$ cat src/rtl/sram_pkg.sv
// rtl/sram_pkg.sv - shared types, constants and byte-merge helper for sram_dp_be
package sram_pkg;

   localparam int RDW_READ_FIRST  = 0;
   localparam int RDW_WRITE_FIRST = 1;

   typedef enum logic {
      CLEAR = 1'b0,
      READY = 1'b1
   } sram_state_t;

   function automatic logic [7:0] be_merge(
      input logic [7:0] old_byte,
      input logic [7:0] new_byte,
      input logic       be
   );
      return be ? new_byte : old_byte;
   endfunction

endpackage

$ cat src/rtl/sram_clear_fsm.sv
// rtl/sram_clear_fsm.sv - post-reset clear sweep: state, clear counter, busy flag
// Emits one zero-write strobe per cycle over addresses 0..DEPTH-1, then parks in READY.
module sram_clear_fsm
   import sram_pkg::*;
#(
   parameter int ADDR_W = 3,
   parameter int DEPTH  = 2**ADDR_W
) (
   input  logic              i_clk,
   input  logic              i_rst,
   output logic              o_init_busy,
   output logic              o_clr_we,
   output logic [ADDR_W-1:0] o_clr_addr
);

   localparam logic [ADDR_W-1:0] LAST = ADDR_W'(DEPTH - 1);

   sram_state_t       r_state;
   logic [ADDR_W-1:0] r_clr_cnt;

   always_ff @(posedge i_clk) begin
      if (i_rst) begin
         r_state   <= CLEAR;
         r_clr_cnt <= '0;
      end else if (r_state == CLEAR) begin
         if (r_clr_cnt == LAST) begin
            r_state   <= READY;
            r_clr_cnt <= '0;
         end else begin
            r_clr_cnt <= r_clr_cnt + 1'b1;
         end
      end
   end

   assign o_init_busy = (r_state == CLEAR);
   // The reset edge itself must not clear a word; the sweep starts on the first edge after release.
   assign o_clr_we    = (r_state == CLEAR) && !i_rst;
   assign o_clr_addr  = r_clr_cnt;

endmodule

$ cat src/rtl/sram_dp_be.sv
// rtl/sram_dp_be.sv - simple-dual-port SRAM with byte enables, 1/2-cycle read, RDW policy
// Array, byte merge and read pipeline live here; the clear sweep is in sram_clear_fsm.
module sram_dp_be
   import sram_pkg::*;
#(
   parameter int DATA_W   = 8,
   parameter int ADDR_W   = 3,
   parameter int DEPTH    = 2**ADDR_W,
   parameter int RD_LAT   = 1,
   parameter int RDW_MODE = 0
) (
   input  logic                i_clk,
   input  logic                i_rst,
   output logic                o_init_busy,
   input  logic                i_we,
   input  logic [ADDR_W-1:0]   i_waddr,
   input  logic [DATA_W/8-1:0] i_wbe,
   input  logic [DATA_W-1:0]   i_din,
   input  logic                i_re,
   input  logic [ADDR_W-1:0]   i_raddr,
   output logic [DATA_W-1:0]   o_dout,
   output logic                o_dout_valid
);

   localparam int              NB      = DATA_W / 8;
   localparam logic [ADDR_W:0] DEPTH_W = (ADDR_W + 1)'(DEPTH);

   logic [DATA_W-1:0] r_mem [DEPTH];

   logic              w_busy;
   logic              w_clr_we;
   logic [ADDR_W-1:0] w_clr_addr;
   logic              w_wr_in_range;
   logic              w_rd_in_range;
   logic              w_wr_en;
   logic              w_rd_en;
   logic [DATA_W-1:0] w_old;
   logic [DATA_W-1:0] w_merged;
   logic [DATA_W-1:0] w_rd_word;
   logic [DATA_W-1:0] r_d1;
   logic              r_v1;

   sram_clear_fsm #(
      .ADDR_W (ADDR_W),
      .DEPTH  (DEPTH)
   ) u_clear (
      .i_clk       (i_clk),
      .i_rst       (i_rst),
      .o_init_busy (w_busy),
      .o_clr_we    (w_clr_we),
      .o_clr_addr  (w_clr_addr)
   );

   assign o_init_busy   = w_busy;
   assign w_wr_in_range = ({1'b0, i_waddr} < DEPTH_W);
   assign w_rd_in_range = ({1'b0, i_raddr} < DEPTH_W);
   assign w_wr_en       = i_we && !w_busy && !i_rst && w_wr_in_range;
   assign w_rd_en       = i_re && !w_busy && !i_rst;
   assign w_old         = w_wr_in_range ? r_mem[i_waddr] : '0;

   always_comb begin
      w_merged = '0;
      for (int i = 0; i < NB; i++) begin
         w_merged[8*i +: 8] = be_merge(w_old[8*i +: 8], i_din[8*i +: 8], i_wbe[i]);
      end
   end

   always_comb begin
      w_rd_word = w_rd_in_range ? r_mem[i_raddr] : '0;
      if (RDW_MODE == RDW_WRITE_FIRST && w_wr_en && i_raddr == i_waddr) begin
         w_rd_word = w_merged;
      end
   end

   always_ff @(posedge i_clk) begin
      if (w_clr_we) begin
         r_mem[w_clr_addr] <= '0;
      end else if (w_wr_en) begin
         r_mem[i_waddr] <= w_merged;
      end
   end

   always_ff @(posedge i_clk) begin
      if (i_rst) begin
         r_d1 <= '0;
         r_v1 <= 1'b0;
      end else begin
         r_v1 <= w_rd_en;
         if (w_rd_en) begin
            r_d1 <= w_rd_word;
         end
      end
   end

   generate
      if (RD_LAT == 2) begin : g_lat2
         logic [DATA_W-1:0] r_d2;
         logic              r_v2;

         always_ff @(posedge i_clk) begin
            if (i_rst) begin
               r_d2 <= '0;
               r_v2 <= 1'b0;
            end else begin
               r_v2 <= r_v1;
               if (r_v1) begin
                  r_d2 <= r_d1;
               end
            end
         end

         assign o_dout       = r_d2;
         assign o_dout_valid = r_v2;
      end else begin : g_lat1
         assign o_dout       = r_d1;
         assign o_dout_valid = r_v1;
      end
   endgenerate

endmodule
$ cat config.mk
export PLATFORM = sky130hd
export DESIGN_NAME = sram_dp_be
export DESIGN_NICKNAME = d
export VERILOG_FILES = /design/src/rtl/sram_pkg.sv /design/src/rtl/sram_clear_fsm.sv /design/src/rtl/sram_dp_be.sv
export SDC_FILE = /design/constraint.sdc
export NUM_CORES = 1
export LEC_CHECK = 0
export ABC_AREA = 1
export CORE_MARGIN = 2
export CORE_UTILIZATION = 30
export DETAILED_ROUTE_END_ITERATION = 16
export PLACE_DENSITY = 0.45
export RECOVER_POWER = 50
export SYNTH_ARGS = -nofsm -noshare
export SYNTH_HDL_FRONTEND = slang
export SYNTH_SLANG_ARGS = --single-unit
export TNS_END_PERCENT = 10
$ cat constraint.sdc
create_clock -name i_clk -period 2.7 [get_ports i_clk]
set_clock_uncertainty 0.2 [all_clocks]
set_input_delay 0.54 -clock i_clk [delete_from_list [all_inputs] [get_ports i_clk]]
set_output_delay 0.54 -clock i_clk [all_outputs]
set_load 0.01 [all_outputs]
# Word-level counts from Yosys, hierarchy flattened
# Memories as Yosys holds them, arrays and structs flattened. A register that Yosys moved wholly into a read port is not among the register bits.
# Cells that the tools add are included.
# word_totals
register_bits,5
ram_bits,64
inputBits,19
elab_cells,28
mem_count,1
# mem_list
name,depth,word_bits,rd,rd_clocked_by_memory_dff,write_ports,line_no,text
r_mem,8,8,1,1,1,sram_dp_be.sv:28,logic [DATA_W-1:0] r_mem [DEPTH];
# classes
add_sub_neg,1
eq_ne,2
mux,12
bitwise_logic,1
n_reduce_logical,8
# op_table
op,count
8-bit two-way mux,2
1-bit two-way mux,8
8-bit OR reduction,1
3-bit two-way mux,2
1-bit logical AND,5
"3-bit by 1-bit adder with 3-bit output, second input constant",1
"3-bit == test, second input constant",1
2-bit AND reduction,1
1-bit logical NOT,1
"1-bit != test, second input constant",1
1-bit NOT,1

# Logic depth before layout (Yosys ltp)
# logic_depth
ltp_word,8
mapped_depth,9
ltp_nobuf,8

# Hierarchy
# From an unflattened synthesis, not the netlist that was laid out.
# unflattened
cells_unflattened,349
area_unflattened_um2,3380.7
# modules_own_cells
module,n_inst,cells_each,area_per_inst_um2
sram_dp_be,1,328,3214.3
sram_clear_fsm,1,21,166.4

# Least setup slack after synthesis
# Ideal clock, no wire load.
# synth_path
path_type,in2reg
from,input port i_rst
to,memory r_mem[0][0] (enable)
setup_ns,0.370
arrival_ns,1.479
required_time_ns,2.130
slack_ns,0.651
cell_stages,6
cell_sequence,nor2_8 nand3_4 buf_6 o21ai_2 nand2_2 nor2_1
# synth_via
elab_chain_cells,8
word_cells_on_any_way,12
cone_classes,7 x mux; 5 x reduce/logical
# synth_rtl
item,line_no,text
from (decl),sram_dp_be.sv:13,"input logic i_rst,"
1-bit logical NOT (*),"sram_clear_fsm.sv:37, sram_dp_be.sv:57",
1-bit logical AND,sram_dp_be.sv:57,assign w_wr_en = i_we && !w_busy && !i_rst && w_wr_in_range;
1-bit two-way mux,sram_dp_be.sv:78,end else if (w_wr_en) begin
1-bit two-way mux,sram_dp_be.sv:76,if (w_clr_we) begin
1-bit two-way mux (not written as such),sram_dp_be.sv:79,r_mem[i_waddr] <= w_merged;
2-bit AND reduction (no line),--,
8-bit OR reduction (no line),--,
3-bit two-way mux (no line) / 1-bit two-way mux (equally long branches),--,
to (decl),sram_dp_be.sv:28,
# Every way passes the cells marked *; elsewhere a longest branch is shown, timed or not.

# Worst setup path after layout
# layout_path
from,input port i_rst
to,"memory r_mem[0][7], data pin"
# layout_via
elab_chain_cells,8
word_cells_on_any_way,9
cone_classes,4 x mux; 5 x reduce/logical
# layout_rtl
item,line_no
1-bit logical NOT (*),"sram_clear_fsm.sv:37, sram_dp_be.sv:57"
1-bit logical AND,sram_dp_be.sv:57
1-bit two-way mux,sram_dp_be.sv:78
1-bit two-way mux (*),sram_dp_be.sv:76
1-bit two-way mux (not written as such) (*),sram_dp_be.sv:79
2-bit AND reduction (no line) (*),--
8-bit OR reduction (no line) (*),--
8-bit two-way mux (no line) (*),--
# Marked as above.

==> metrics.md <==
| Metric | Value |
|---|---|
| Syn nets | `365` |
| Max Fanout on Critical Path | `9` |
| Fin crit period | `2.42 ns` |
| First-pass DRT Iterations | `6` |
| Status | `complete, no violations` |
| DRC viols | `0` |
| Initial antenna violation count | `0` |
| CTS Buf Count | `9` |
| Dominant cells by area after synthesis | `edfxtp_1 57%, nand2_1 11%, dfxtp_1 7.7%` |
| Layout area overhead | `22.3%` |
| Post-synthesis area per instance | `9.77 µm²` |
| Htree depth | `3` |
| Number of synthesis warnings | `0` |
| Gr usage total | `0.141` |
| Die height | `110 µm` |
| EDFF count, synth | `64` |
| Worst Tran Pin Value | `0.511 ns` |
| Pwr dens | `604 nW/µm²` |
| PostCTS Resize Cnt | `0` |
| Max-slew violation count | `0` |
| Core ar. | `10,900 µm²` |
| Crit share post-route | `0.897` |
| Vias in the first global route | `2,226` |
| NumNets Final | `413` |
| # Post-CTS Setup Buffers | `0` |
| Num rows | `38` |
| Die area | `12,100 µm²` |
| Hold/Removal Path Class | `register to register` |
| Slew HR | `0.660` |
| Compound-Gate Fraction of Synth Area | `0.0279` |
| Largest net degree at the start of global routing | `33` |
| Final Wtd Congestion | `0.826` |
| Layout cells sized above 1 | `0.0882` |
| Worst setup SP type | `primary input` |
| N_diodes | `0` |
| Post-DP HPWL | `5.45 mm` |
| Fmax | `0.413 GHz` |
| Cells after Synth | `344` |
| Vias post-DR | `2,355` |
| Post-route setup slack | `0.279 ns` |
| Clock Sink Count | `77` |
| Synth top cells by count | `95 x nand2_1, 66 x inv_1, 64 x edfxtp_1` |
| Global route total overflow | `0` |
| Kind of end point of the critical path | `register` |
| #FFs+latches synth | `77` |
| Final Hold Fails | `0` |
| 1st-iter DRT viols | `164` |
| ANT nets after route | `0` |
| Unrepaired setup endpoints after global routing | `no` |
| VDD IR max | `0.262 mV` |
| Root Buffer | `clkbuf_8` |
| Leakage | `1.78 nW` |
| Reg clk slew, reported paths | `0.07 ns` |
| I/O Buffers | `28` |
| Sequential area share after synthesis | `0.649` |
| Asr flop ratio synth | `0` |
| Synth Cell Area | `3360 µm²` |
| Post-synthesis mux area share | `0` |
| Clk Latency, worst-skew pair | `0.35 ns` |
| Top cell type by total area after synthesis | `edfxtp_1` |
| Most common cell in the netlist | `nand2_1` |
| Setup WS pre-CTS | `0.0290 ns` |
| Adder-cell area share of the yosys netlist | `0.00744` |
| Die Wd | `110 µm` |
| Initial Utilization | `0.309` |
| Post-Synth Simple-Gate Area | `0.217` |
| Final Setup Violations | `0` |
| Largest family of logic cells by synthesized area | `simple AND/OR/NAND/NOR gates` |
| I/O Pins | `29` |
| CP required | `2.57 ns` |
| Synth cell types | `23` |
| # hold bufs at CTS | `0` |
| Max-cap violations | `0` |
| Xor-xnor portion of the synthesized cell area | `0` |
| TritonCTS clock tree | `yes` |
| Crit Path Category | `primary input to register` |
| Setup total negative slack | `0 ns` |
| WP data arrival | `2.29 ns` |
| Maximum clock path buffer count | `2` |
| Routed length per instance | `14.5 µm` |
| Routed WL | `7.79 mm` |
| First-pass GRT wire length | `11.9 mm` |
| Via/cell ratio | `4.39` |
| Most used DFF post-synth | `edfxtp_1` |
| Top cell type's share of synthesized area | `0.572` |
## sequential cells by signal, summed over array words and instances (netlist names)
name / count
o_dout_valid: 1
u_clear.r_state: 1
o_dout: 8
r_mem: 64
u_clear.o_clr_addr: 3
## path summary, 6_finish.rpt
check                  startpoint          end  slack (ns)  cells after the start
setup reg to reg  u_clear.r_state  r_mem[0][7]        0.71                      6
setup / recovery            i_rst  r_mem[0][7]        0.28                      6
hold / removal          o_dout[0]    o_dout[0]        0.26                      2
hold reg to reg         o_dout[0]    o_dout[0]        0.26                      2
## placed cells by master (no fill, tap or decap), drive strengths merged
master	count
a21oi	8
buf	14
dlygate4sd3	6
dfxtp	13
a211oi	1
inv	67
o21ai	6
nand2	97
bufinv	1
ha	2
clkinv	2
o211ai	1
clkdlybuf4s50	22
edfxtp	64
clkbuf	22
nand3	51
nor2	20
## critical path: stages
cell and delay, ns:
dlygate4sd3_1 0.65, nor2_8 0.17, nand3_4 0.12, clkbuf_1 0.25, nor2_1 0.14, clkbuf_1 0.42
## report_power, final
group | internal (W) | switching, W
logic | 0.0000680 | 0.000109
clock network | 0.000590 | 0.000409
registers | 0.00130 | 0.00000768
total | 0.00196 | 0.000526
## kinds of logic (layout without fill, tap and decap cells)
kind of cell | Yosys count | after routing
and+or+nand+nor | 168 | 168
AOI/OAI and AO/OA | 16 | 16
adders and majority gates | 2 | 2
buffers and inverters | 81 | 134
DFF | 77 | 77
## per-stage QoR
stage	std cells	hold slack [ns]	utilization	total power, W	cell area, µm²
after CTS	537	0.271	0.381	0.00252	4150
after detailed placement	521	0.260	0.359	0.00151	3910
after floorplan	344	0.265	-	0.00144	3360
after global placement	521	0.257	0.359	0.00151	3910
final	537	0.261	0.378	0.00248	4110
after global routing	537	0.287	0.378	0.00259	4110
## routing by layer
layer,up-vias,routed length (µm),GRT usage
met5,-,0,0
met4,0,107,0.0434
met3,9,373,0.0498
met2,44,3900,0.233
met1,1109,3410,0.173
li1,1193,-,-
## layout make-up
cell class,count,area (µm²)
sequential,77,2180
clock buffer,14,205
fill,1123,6780
inverter,68,255
multi-input combinational,186,845
tap,140,175
timing repair buffer,50,415
clock inverter,2,35.0
Note: power is estimated with default switching activity, not from simulation.
